### config.mk
export PLATFORM = sky130hd
export DESIGN_NAME = uart_rx
export DESIGN_NICKNAME = d
export VERILOG_FILES = /design/src/rtl/uart_pkg.sv /design/src/rtl/synchronizer.sv /design/src/rtl/uart_rx.sv
export SDC_FILE = /design/constraint.sdc
export NUM_CORES = 1
export LEC_CHECK = 0
export ABC_AREA = 1
export BUFFER_PORTS_ARGS = -buffer_cell sky130_fd_sc_hd__buf_2
export CORE_MARGIN = 2
export CORE_UTILIZATION = 57
export DETAILED_ROUTE_END_ITERATION = 8
export GPL_TIMING_DRIVEN = 0
export PLACE_DENSITY = 0.78
export SYNTH_ARGS = -nofsm -noshare
export SYNTH_HDL_FRONTEND = slang
export SYNTH_SLANG_ARGS = --single-unit
### constraint.sdc
create_clock -name clock -period 1.6 [get_ports clock]
set_input_delay 0.16 -clock clock [delete_from_list [all_inputs] [get_ports clock]]
set_output_delay 0.16 -clock clock [all_outputs]
set_load 0.05 [all_outputs]
### src/rtl/uart_pkg.sv
// Shared types and width helpers for the UART receive path.
package uart_pkg;

  typedef enum logic [2:0] {
    WAIT_IDLE,
    IDLE,
    START,
    DATA,
    STOP
  } uart_rx_state_t;

  localparam int unsigned SYNC_STAGES = 2;

  function automatic int unsigned rate_counter_bits(input int unsigned baud_divider);
    return (baud_divider > 1) ? $clog2(baud_divider) : 1;
  endfunction

  function automatic int unsigned bit_counter_bits(input int unsigned number_of_bits);
    return $clog2(number_of_bits + 1);
  endfunction

endpackage

### src/rtl/synchronizer.sv
// Multi-flop CDC stage for a single asynchronous level.
module synchronizer #(
  parameter int unsigned STAGES      = 2,
  parameter logic        RESET_VALUE = 1'b1
) (
  input  logic clock,
  input  logic reset,
  input  logic d,
  output logic q
);

  logic [STAGES-1:0] stage;

  always_ff @(posedge clock or posedge reset) begin
    if (reset) stage <= {STAGES{RESET_VALUE}};
    else       stage <= (stage << 1) | STAGES'(d);
  end

  assign q = stage[STAGES-1];

endmodule

### src/rtl/uart_rx.sv
// UART receiver: start-bit validation, mid-bit sampling, stop check, single-entry output register.
module uart_rx
  import uart_pkg::*;
#(
  parameter int unsigned NUMBER_OF_BITS = 8,
  parameter int unsigned BAUD_DIVIDER   = 4
) (
  input  logic                      clock,
  input  logic                      reset,
  input  logic                      rx,
  output logic                      data_valid,
  input  logic                      data_ready,
  output logic [NUMBER_OF_BITS-1:0] data_bits,
  output logic                      framing_error,
  output logic                      overrun
);

  localparam int unsigned RATE_COUNTER_BITS = rate_counter_bits(BAUD_DIVIDER);
  localparam int unsigned BIT_COUNTER_BITS  = bit_counter_bits(NUMBER_OF_BITS);
  localparam logic [RATE_COUNTER_BITS-1:0] HALF_BIT = RATE_COUNTER_BITS'(BAUD_DIVIDER / 2 - 1);
  localparam logic [RATE_COUNTER_BITS-1:0] FULL_BIT = RATE_COUNTER_BITS'(BAUD_DIVIDER - 1);
  localparam logic [BIT_COUNTER_BITS-1:0]  ALL_BITS = BIT_COUNTER_BITS'(NUMBER_OF_BITS);
  localparam logic [BIT_COUNTER_BITS-1:0]  LAST_BIT = BIT_COUNTER_BITS'(1);

  uart_rx_state_t state, state_next;

  logic                         rx_s;
  logic [SYNC_STAGES-1:0]       settle;
  logic                         settled;
  logic [RATE_COUNTER_BITS-1:0] rate_counter;
  logic [BIT_COUNTER_BITS-1:0]  bit_counter;
  logic [NUMBER_OF_BITS-1:0]    shift, shift_next;
  logic                         tick;
  logic                         load_start, load_data, shift_bit, commit, stop_bad;
  logic                         accept, commit_ok;

  synchronizer #(.STAGES(SYNC_STAGES), .RESET_VALUE(1'b1)) rx_sync (
    .clock (clock),
    .reset (reset),
    .d     (rx),
    .q     (rx_s)
  );

  // The synchroniser's reset-time 1s are not line samples; WAIT_IDLE ignores
  // rx_s until they have been flushed so a line held low never starts a frame.
  always_ff @(posedge clock or posedge reset) begin
    if (reset) settle <= '0;
    else       settle <= (settle << 1) | SYNC_STAGES'(1'b1);
  end
  assign settled = settle[SYNC_STAGES-1];

  assign tick = (rate_counter == '0);

  always_ff @(posedge clock or posedge reset) begin
    if (reset) state <= WAIT_IDLE;
    else       state <= state_next;
  end

  always_comb begin
    state_next = state;
    case (state)
      WAIT_IDLE: if (rx_s && settled) state_next = IDLE;
      IDLE:      if (!rx_s) state_next = START;
      START:     if (tick) state_next = rx_s ? IDLE : DATA;
      DATA:      if (tick && bit_counter == LAST_BIT) state_next = STOP;
      STOP:      if (tick) state_next = rx_s ? IDLE : WAIT_IDLE;
      default:   state_next = WAIT_IDLE;
    endcase
  end

  always_comb begin
    load_start = 1'b0;
    load_data  = 1'b0;
    shift_bit  = 1'b0;
    commit     = 1'b0;
    stop_bad   = 1'b0;
    case (state)
      IDLE:  load_start = !rx_s;
      START: load_data  = tick && !rx_s;
      DATA:  shift_bit  = tick;
      STOP: begin
        commit   = tick && rx_s;
        stop_bad = tick && !rx_s;
      end
      default: ;
    endcase
  end

  assign accept    = data_valid && data_ready;
  assign commit_ok = commit && (!data_valid || data_ready);

  always_comb begin
    shift_next                   = shift >> 1;
    shift_next[NUMBER_OF_BITS-1] = rx_s;
  end

  always_ff @(posedge clock or posedge reset) begin
    if (reset) begin
      rate_counter <= '0;
      bit_counter  <= '0;
      shift        <= '0;
    end else begin
      if (load_start)                rate_counter <= HALF_BIT;
      else if (load_data || shift_bit) rate_counter <= FULL_BIT;
      else if (!tick)                rate_counter <= rate_counter - RATE_COUNTER_BITS'(1);

      if (load_data)      bit_counter <= ALL_BITS;
      else if (shift_bit) bit_counter <= bit_counter - LAST_BIT;

      if (shift_bit) shift <= shift_next;
    end
  end

  always_ff @(posedge clock or posedge reset) begin
    if (reset) begin
      data_valid    <= 1'b0;
      data_bits     <= '0;
      framing_error <= 1'b0;
      overrun       <= 1'b0;
    end else begin
      framing_error <= stop_bad;
      overrun       <= commit && !commit_ok;
      if (commit_ok) begin
        data_valid <= 1'b1;
        data_bits  <= shift;
      end else if (accept) begin
        data_valid <= 1'b0;
      end
    end
  end

endmodule
# After elaboration in Yosys (flattened, before gate mapping)
# Cells that the tools add are included.
[classes] n_addsub=2 n_eq_ne=11 n_mux=20 bitwise_logic=1 n_reduce_logical=17
[op_table] cell="2-to-1 mux 3 bit" count=5
[op_table] cell="one-hot mux 3 bit (5 select lines)" count=1
[op_table] cell="!= test 2 bit, second input constant" count=5
[op_table] cell="2-to-1 mux 1 bit" count=8
[op_table] cell="2-to-1 mux 2 bit" count=4
[op_table] cell="2-to-1 mux 4 bit" count=2
[op_table] cell="logical AND 1 bit" count=7
[op_table] cell="equality test 3 x 2 -> 1 bit, second input constant" count=2
[op_table] cell="AND reduction 5 bit" count=1
[op_table] cell="equality test 4 x 1 -> 1 bit, second input constant" count=1
[op_table] cell="nonzero test 2 bit" count=2
[op_table] cell="subtractor 4 x 1 -> 4 bit, second input constant" count=1
[op_table] cell="equality test 3 x 1 -> 1 bit, second input constant" count=1
[op_table] cell="equality test 3 bit, second input constant" count=1
[op_table] cell="logical NOT 1 bit" count=3
[op_table] cell="logical NOT 3 bit" count=1
[op_table] cell="!= test 3 x 1 -> 1 bit, second input constant" count=1
[op_table] cell="logical NOT 2 bit" count=1
[op_table] cell="logical OR 1 bit" count=2
[op_table] cell="bitwise OR 2 x 1 -> 2 bit" count=1
[op_table] cell="subtractor 2 x 1 -> 2 bit, second input constant" count=1
[word_totals] regBits=32 out_inout_bits=11

# Depth between registers and ports, before layout
[logic_depth] word_depth=6 mapped_depth=9 mapped_depth_nobuf=9

# Hierarchy
# A second synthesis with hierarchy kept.
[hier_totals] hier_cells=166 area_unflattened_um2=1477.7
[modules_own_cells] mod="uart_rx" n_inst=1 cells_each=163 area_each_um2=1421.4 seq_area_each_um2=750.7
[modules_own_cells] mod="synchronizer" n_inst=1 cells_each=3 area_each_um2=56.3 seq_area_each_um2=52.6

# Worst setup path before layout
# Ideal clock, no wire load.
[synth_path] path_kind="flip-flop to flip-flop" from="reg data_valid" to="reg data_bits[5]" setup_ps=119 arrival_ps=1205 required_ps=1481 path_slack_ps=276 path_stages_with_launch=6 n_path_buf=1 synth_period_minus_slack_ps=1324 path_cell_list="dfrtp_1 -> nand2_1 -> nand4_4 -> buf_6 -> nand2_2 -> o21ai_2"
[synth_between] elab_chain_cells=3
[synth_rtl] item="from (decl)" line_no="uart_rx.sv:11" rtl="output logic data_valid,"
[synth_rtl] item="from (signal assigned)" line_no="uart_rx.sv:116" rtl="data_valid <= 1'b0;"
[synth_rtl] item="from (signal assigned)" line_no="uart_rx.sv:124" rtl="data_valid <= 1'b1;"
[synth_rtl] item="from (signal assigned)" line_no="uart_rx.sv:127" rtl="data_valid <= 1'b0;"
[synth_rtl] item="logical NOT 1 bit" line_no="uart_rx.sv:90" rtl="assign commit_ok = commit && (!data_valid || data_ready);"
[synth_rtl] item="logical OR 1 bit" line_no="uart_rx.sv:90"
[synth_rtl] item="logical AND 1 bit" line_no="uart_rx.sv:90"
[synth_rtl] item="to (signal assigned)" line_no="uart_rx.sv:125" rtl="data_bits <= shift;"
[synth_rtl] item="to (decl)" line_no="uart_rx.sv:13" rtl="output logic [NUMBER_OF_BITS-1:0] data_bits,"
# No other way between the ends.
# A chain may end at the register's enable or synchronous reset.

# Worst setup path in the final report
[layout_path] from="reg rate_counter[0]" to="reg data_bits[5]"
[layout_between] elab_chain_cells=4
[layout_rtl] item="from (decl)" line_no="uart_rx.sv:30" rtl="logic [RATE_COUNTER_BITS-1:0] rate_counter;"
[layout_rtl] item="from (signal assigned)" line_no="uart_rx.sv:105" rtl="else if (!tick) rate_counter <= rate_counter - RATE_COUNTER_BITS'(1);"
[layout_rtl] item="logical NOT 2 bit" line_no="uart_rx.sv:52" rtl="assign tick = (rate_counter == '0);"
[layout_rtl] item="logical AND 1 bit" line_no="uart_rx.sv:82" rtl="commit = tick && rx_s;"
[layout_rtl] item="2-to-1 mux 1 bit" line_no="uart_rx.sv:77" rtl="case (state)"
[layout_rtl] item="logical AND 1 bit" line_no="uart_rx.sv:90"
# No other way between the ends.

==> metrics.log <==
INFO  metric outcome = finished, final reports clean
INFO  metric netlist_area = 1449 um^2
INFO  metric port-buffer-count = 14
INFO  metric timing_hold_violations_final = 0
INFO  metric route.final.wire_length = about 2.8 mm
INFO  metric root_buffer = clkbuf_4
INFO  metric num_vias = 1130
INFO  metric syn-mean-instance-area = about 9.2 um^2
INFO  metric reg2reg_depth = 6
INFO  metric cts_tree = yes
INFO  metric clk_pin_slew_worst_paths = about 0.1 ns
INFO  metric post_cts_buffers = 0
INFO  metric timing_worst_setup_path_type = flop to flop
INFO  metric wirelength_met1 = 1.186 mm
INFO  metric mappedNetlistNets = 164
INFO  metric maxCapViolCount = 0
INFO  metric netSwitchingFraction = 37.21%
INFO  metric hold_depth = 4
INFO  metric synthCells = 157
INFO  metric drc = 0
INFO  metric synth-seq-cells = 32
INFO  metric post_drt_wl_per_cell = 13.21 um
INFO  metric detailedRoute.firstIterationViolations = 29
INFO  metric clock_tree_sinks = 32
INFO  metric grt-ovfl-total = 0
INFO  metric fp.dieArea = ~3000 um^2
INFO  metric vias_per_cell = 5.330
INFO  metric worstSkewPairLatency = 0.32 ns
INFO  metric power.clock.fraction = 25.3%
INFO  metric grt_start_max_net_pins = 33
INFO  metric ant_nets = 0
INFO  metric antenna_cells = 0
INFO  metric kind_of_path_behind_the_tightest_hold_check = primary input to flop
INFO  metric p_switching = 1005 uW
INFO  metric cts_repair_resize_count = 0
INFO  metric final_core_utilization = 69.86%
INFO  metric final-max-slew-violation-count = 0
INFO  metric achievable-frequency = slightly below 0.7 GHz
INFO  metric ir_drop = 1.206 mV
INFO  metric placeable_core_area = 2432 um^2
INFO  metric worst-r2r-setup-slack = 0.12 ns
INFO  metric pwr-share-seq = around two fifths
INFO  metric die_width = approximately 54 um
INFO  metric highest_layer = met4
INFO  metric gpl.final_weighted_congestion = 0.8106
INFO  metric rr_endpoint = data_bits[5]$_DFFE_PP0P_
INFO  metric grt_pass1_vias = ~1100
INFO  metric num_rows = 18
INFO  metric fp.dieH = 54.42 um
INFO  metric timing.final.crit_period = 1.475 ns
INFO  metric synth.distinct_cells = 23
INFO  metric start_kind = flop
INFO  metric layout-area-overhead-vs-synth = 17.27%
INFO  metric cts.path.max_buffers = 2
INFO  metric p_leak = about 0.00090 uW
INFO  metric critical_path_sink_type = flop
INFO  metric fin_crit_sh = 92.21%
INFO  metric critPathMaxFanout = 10
INFO  metric share_comb_of_total_power = 33.0%
INFO  metric most_common_cell_after_layout_fill_and_taps_aside = nand2_1
INFO  metric clock_tree.htree_level_count = 2
INFO  metric fin_nets = 188
INFO  metric crit-reg2reg-launch = rate_counter[0]$_DFFE_PP0P_
INFO  metric critical_path_arrival = 1.70 ns
INFO  metric dp_hpwl = 1.879 mm
INFO  metric first_pass_iters = 4
INFO  metric initial_antenna_violation_count = 0
INFO  metric holdPathEnd = overrun$_DFF_PP0_
INFO  metric setup_viol_count_final = 0
INFO  metric layout_common_cells = 46 x nand2_1, 30 x dfrtp_1, 22 x inv_1
INFO  metric initial_utilization = 59.57%
INFO  metric grt_pass1_wl = 4.595 mm
INFO  metric yosysWarnings = 0
INFO  metric detailroute.wirelength.met2 = 1.393 mm
INFO  metric share_of_final_layout_standard_cells_stronger_than_drive_strength_1 = about a quarter
INFO  metric hold_start = data_ready
INFO  metric cts-buffers-inserted = 5
INFO  metric timing.clock.skew = 0.002879 ns
INFO  metric p_per_area = 1590 nW/um^2
INFO  metric seq_area_frac_synth = between 50% and 60%
INFO  metric unrepaired_setup_endpoints_after_global_routing = false
INFO  metric groute.usage.overall = 22.44%
INFO  metric internal_power = approximately 1700 uW
INFO  metric setup_total_negative_slack = 0 ns
INFO  metric met3WireLength = ~140 um
INFO  metric io_pins = 15
INFO  metric worst_ep_required = 1.83 ns
-- how the worst max path moves through the flow --
stage | to | from | slack, ns
after floorplan | data_bits[5]$_DFFE_PP0P_ | data_valid$_DFFE_PP0P_ | 0.28
after global placement | data_bits[5]$_DFFE_PP0P_ | rate_counter[0]$_DFFE_PP0P_ | 0.17
after detailed placement | data_bits[5]$_DFFE_PP0P_ | rate_counter[0]$_DFFE_PP0P_ | 0.13
after CTS | data_bits[5]$_DFFE_PP0P_ | rate_counter[0]$_DFFE_PP0P_ | 0.11
after global routing | bit_counter[2]$_DFFE_PP0P_ | rate_counter[1]$_DFFE_PP0P_ | 0.02
final | data_bits[5]$_DFFE_PP0P_ | rate_counter[0]$_DFFE_PP0P_ | 0.12
-- critical path: stages (launching register included) --
cell     delay, ns
dfrtp_1       0.40
inv_1         0.06
ha_1          0.34
nand4_4       0.23
buf_6         0.22
nand2_2       0.07
o21ai_2       0.05
-- metal layers --
| layer | vias up | GRT usage (%) |
|---|---|---|
| met1 | 537 | 27.19 |
| met2 | 37 | 36.55 |
| met4 | 0 | 8.750 |
| li1 | 540 | - |
| met5 | - | 0 |
| met3 | 16 | 7.923 |
-- flip-flops by register name, summed over array words and instances, names as in the netlist --
| register | count |
|---|---|
| framing_error | 1 |
| bit_counter | 4 |
| shift | 8 |
| state | 3 |
| data_valid | 1 |
| data_bits | 8 |
| rx_sync.stage | 2 |
| settle | 2 |
| overrun | 1 |
| rate_counter | 2 |
-- through the flow --
| step | setup slack (ns) | hold slack, ns | power (uW) | area (um^2) | std cells |
|---|---|---|---|---|---|
| 3_3_place_gp | 0.1702 | 0.2648 | 1926 | 1556 | 201 |
| 6_report | 0.1246 | 0.1768 | 2701 | 1699 | 212 |
| 4_1_cts | 0.1052 | 0.1665 | 2702 | 1662 | 210 |
| 2_1_floorplan | 0.2756 | 0.1645 | 1804 | 1449 | 157 |
| 3_5_place_dp | 0.1314 | 0.2670 | 1984 | 1556 | 201 |
| 5_1_grt | 0.01767 | 0.1717 | 2906 | 1699 | 212 |
-- power by group through the flow --
stage / Sequential [uW] / Clock, uW / Combinational, uW
4_1_cts: 1120 / 699 / 883
3_3_place_gp: 1120 / 0 / 806
3_5_place_dp: 1130 / 0 / 854
2_1_floorplan: 1150 / 0 / 649
6_report: 1130 / 682 / 890
5_1_grt: 1140 / 738 / 1020
-- what timing repair did --
item	4_1_cts	5_1_grt
endpoints found under the setup margin	0	0
hold endpoints to repair	1	6
hold buffers	1	1
-- area by class of cell --
class / count / area (um^2)
sequential: 32 / 803.3
fill: 182 / 733.2
multi-input combinational: 98 / 521.8
timing repair buffer: 17 / 117.6
inverter: 24 / 90.09
clock buffer: 7 / 65.06
tap: 30 / 37.54
buffer: 3 / 33.78
clock inverter: 1 / 30.03
-- cell usage after synthesis --
cell type / instances / area share [%]
o21ai_0: 11 / 3.8
nand3_2: 1 / 0.69
dfrtp_1: 30 / 52
nor2_4: 1 / 0.78
nor3_1: 3 / 1.0
nand3b_1: 1 / 0.52
o21ai_2: 8 / 4.8
conb_1: 1 / 0.26
inv_2: 2 / 0.52
nor4_1: 1 / 0.43
dfstp_2: 2 / 3.6
ha_1: 3 / 2.6
inv_1: 22 / 5.7
buf_6: 3 / 2.3
o22ai_1: 1 / 0.43
nor2_2: 1 / 0.43
nand2_2: 3 / 1.3
nor2_1: 7 / 1.8
xor2_1: 1 / 0.60
nand3_1: 4 / 1.4
nand4_4: 1 / 1.5
nand4_1: 4 / 1.7
nand2_1: 46 / 12
-- logic make-up (layout without fill, tap and decap cells) --
| kind of cell | count (synthesis) | count (layout) | share of synthesized area (%) |
|---|---|---|---|
| other | 1 | 1 | 0.2588 |
| xor gates and xnor gates | 1 | 1 | 0.6046 |
| adders and majority gates | 3 | 3 | 2.591 |
| AOI/OAI and AO/OA | 20 | 20 | 9.068 |
| DFF | 32 | 32 | 55.44 |
| and+or+nand+nor | 73 | 73 | 23.49 |
| buffers and inverters | 27 | 52 | 8.549 |
(Power assumes the default switching activity.)
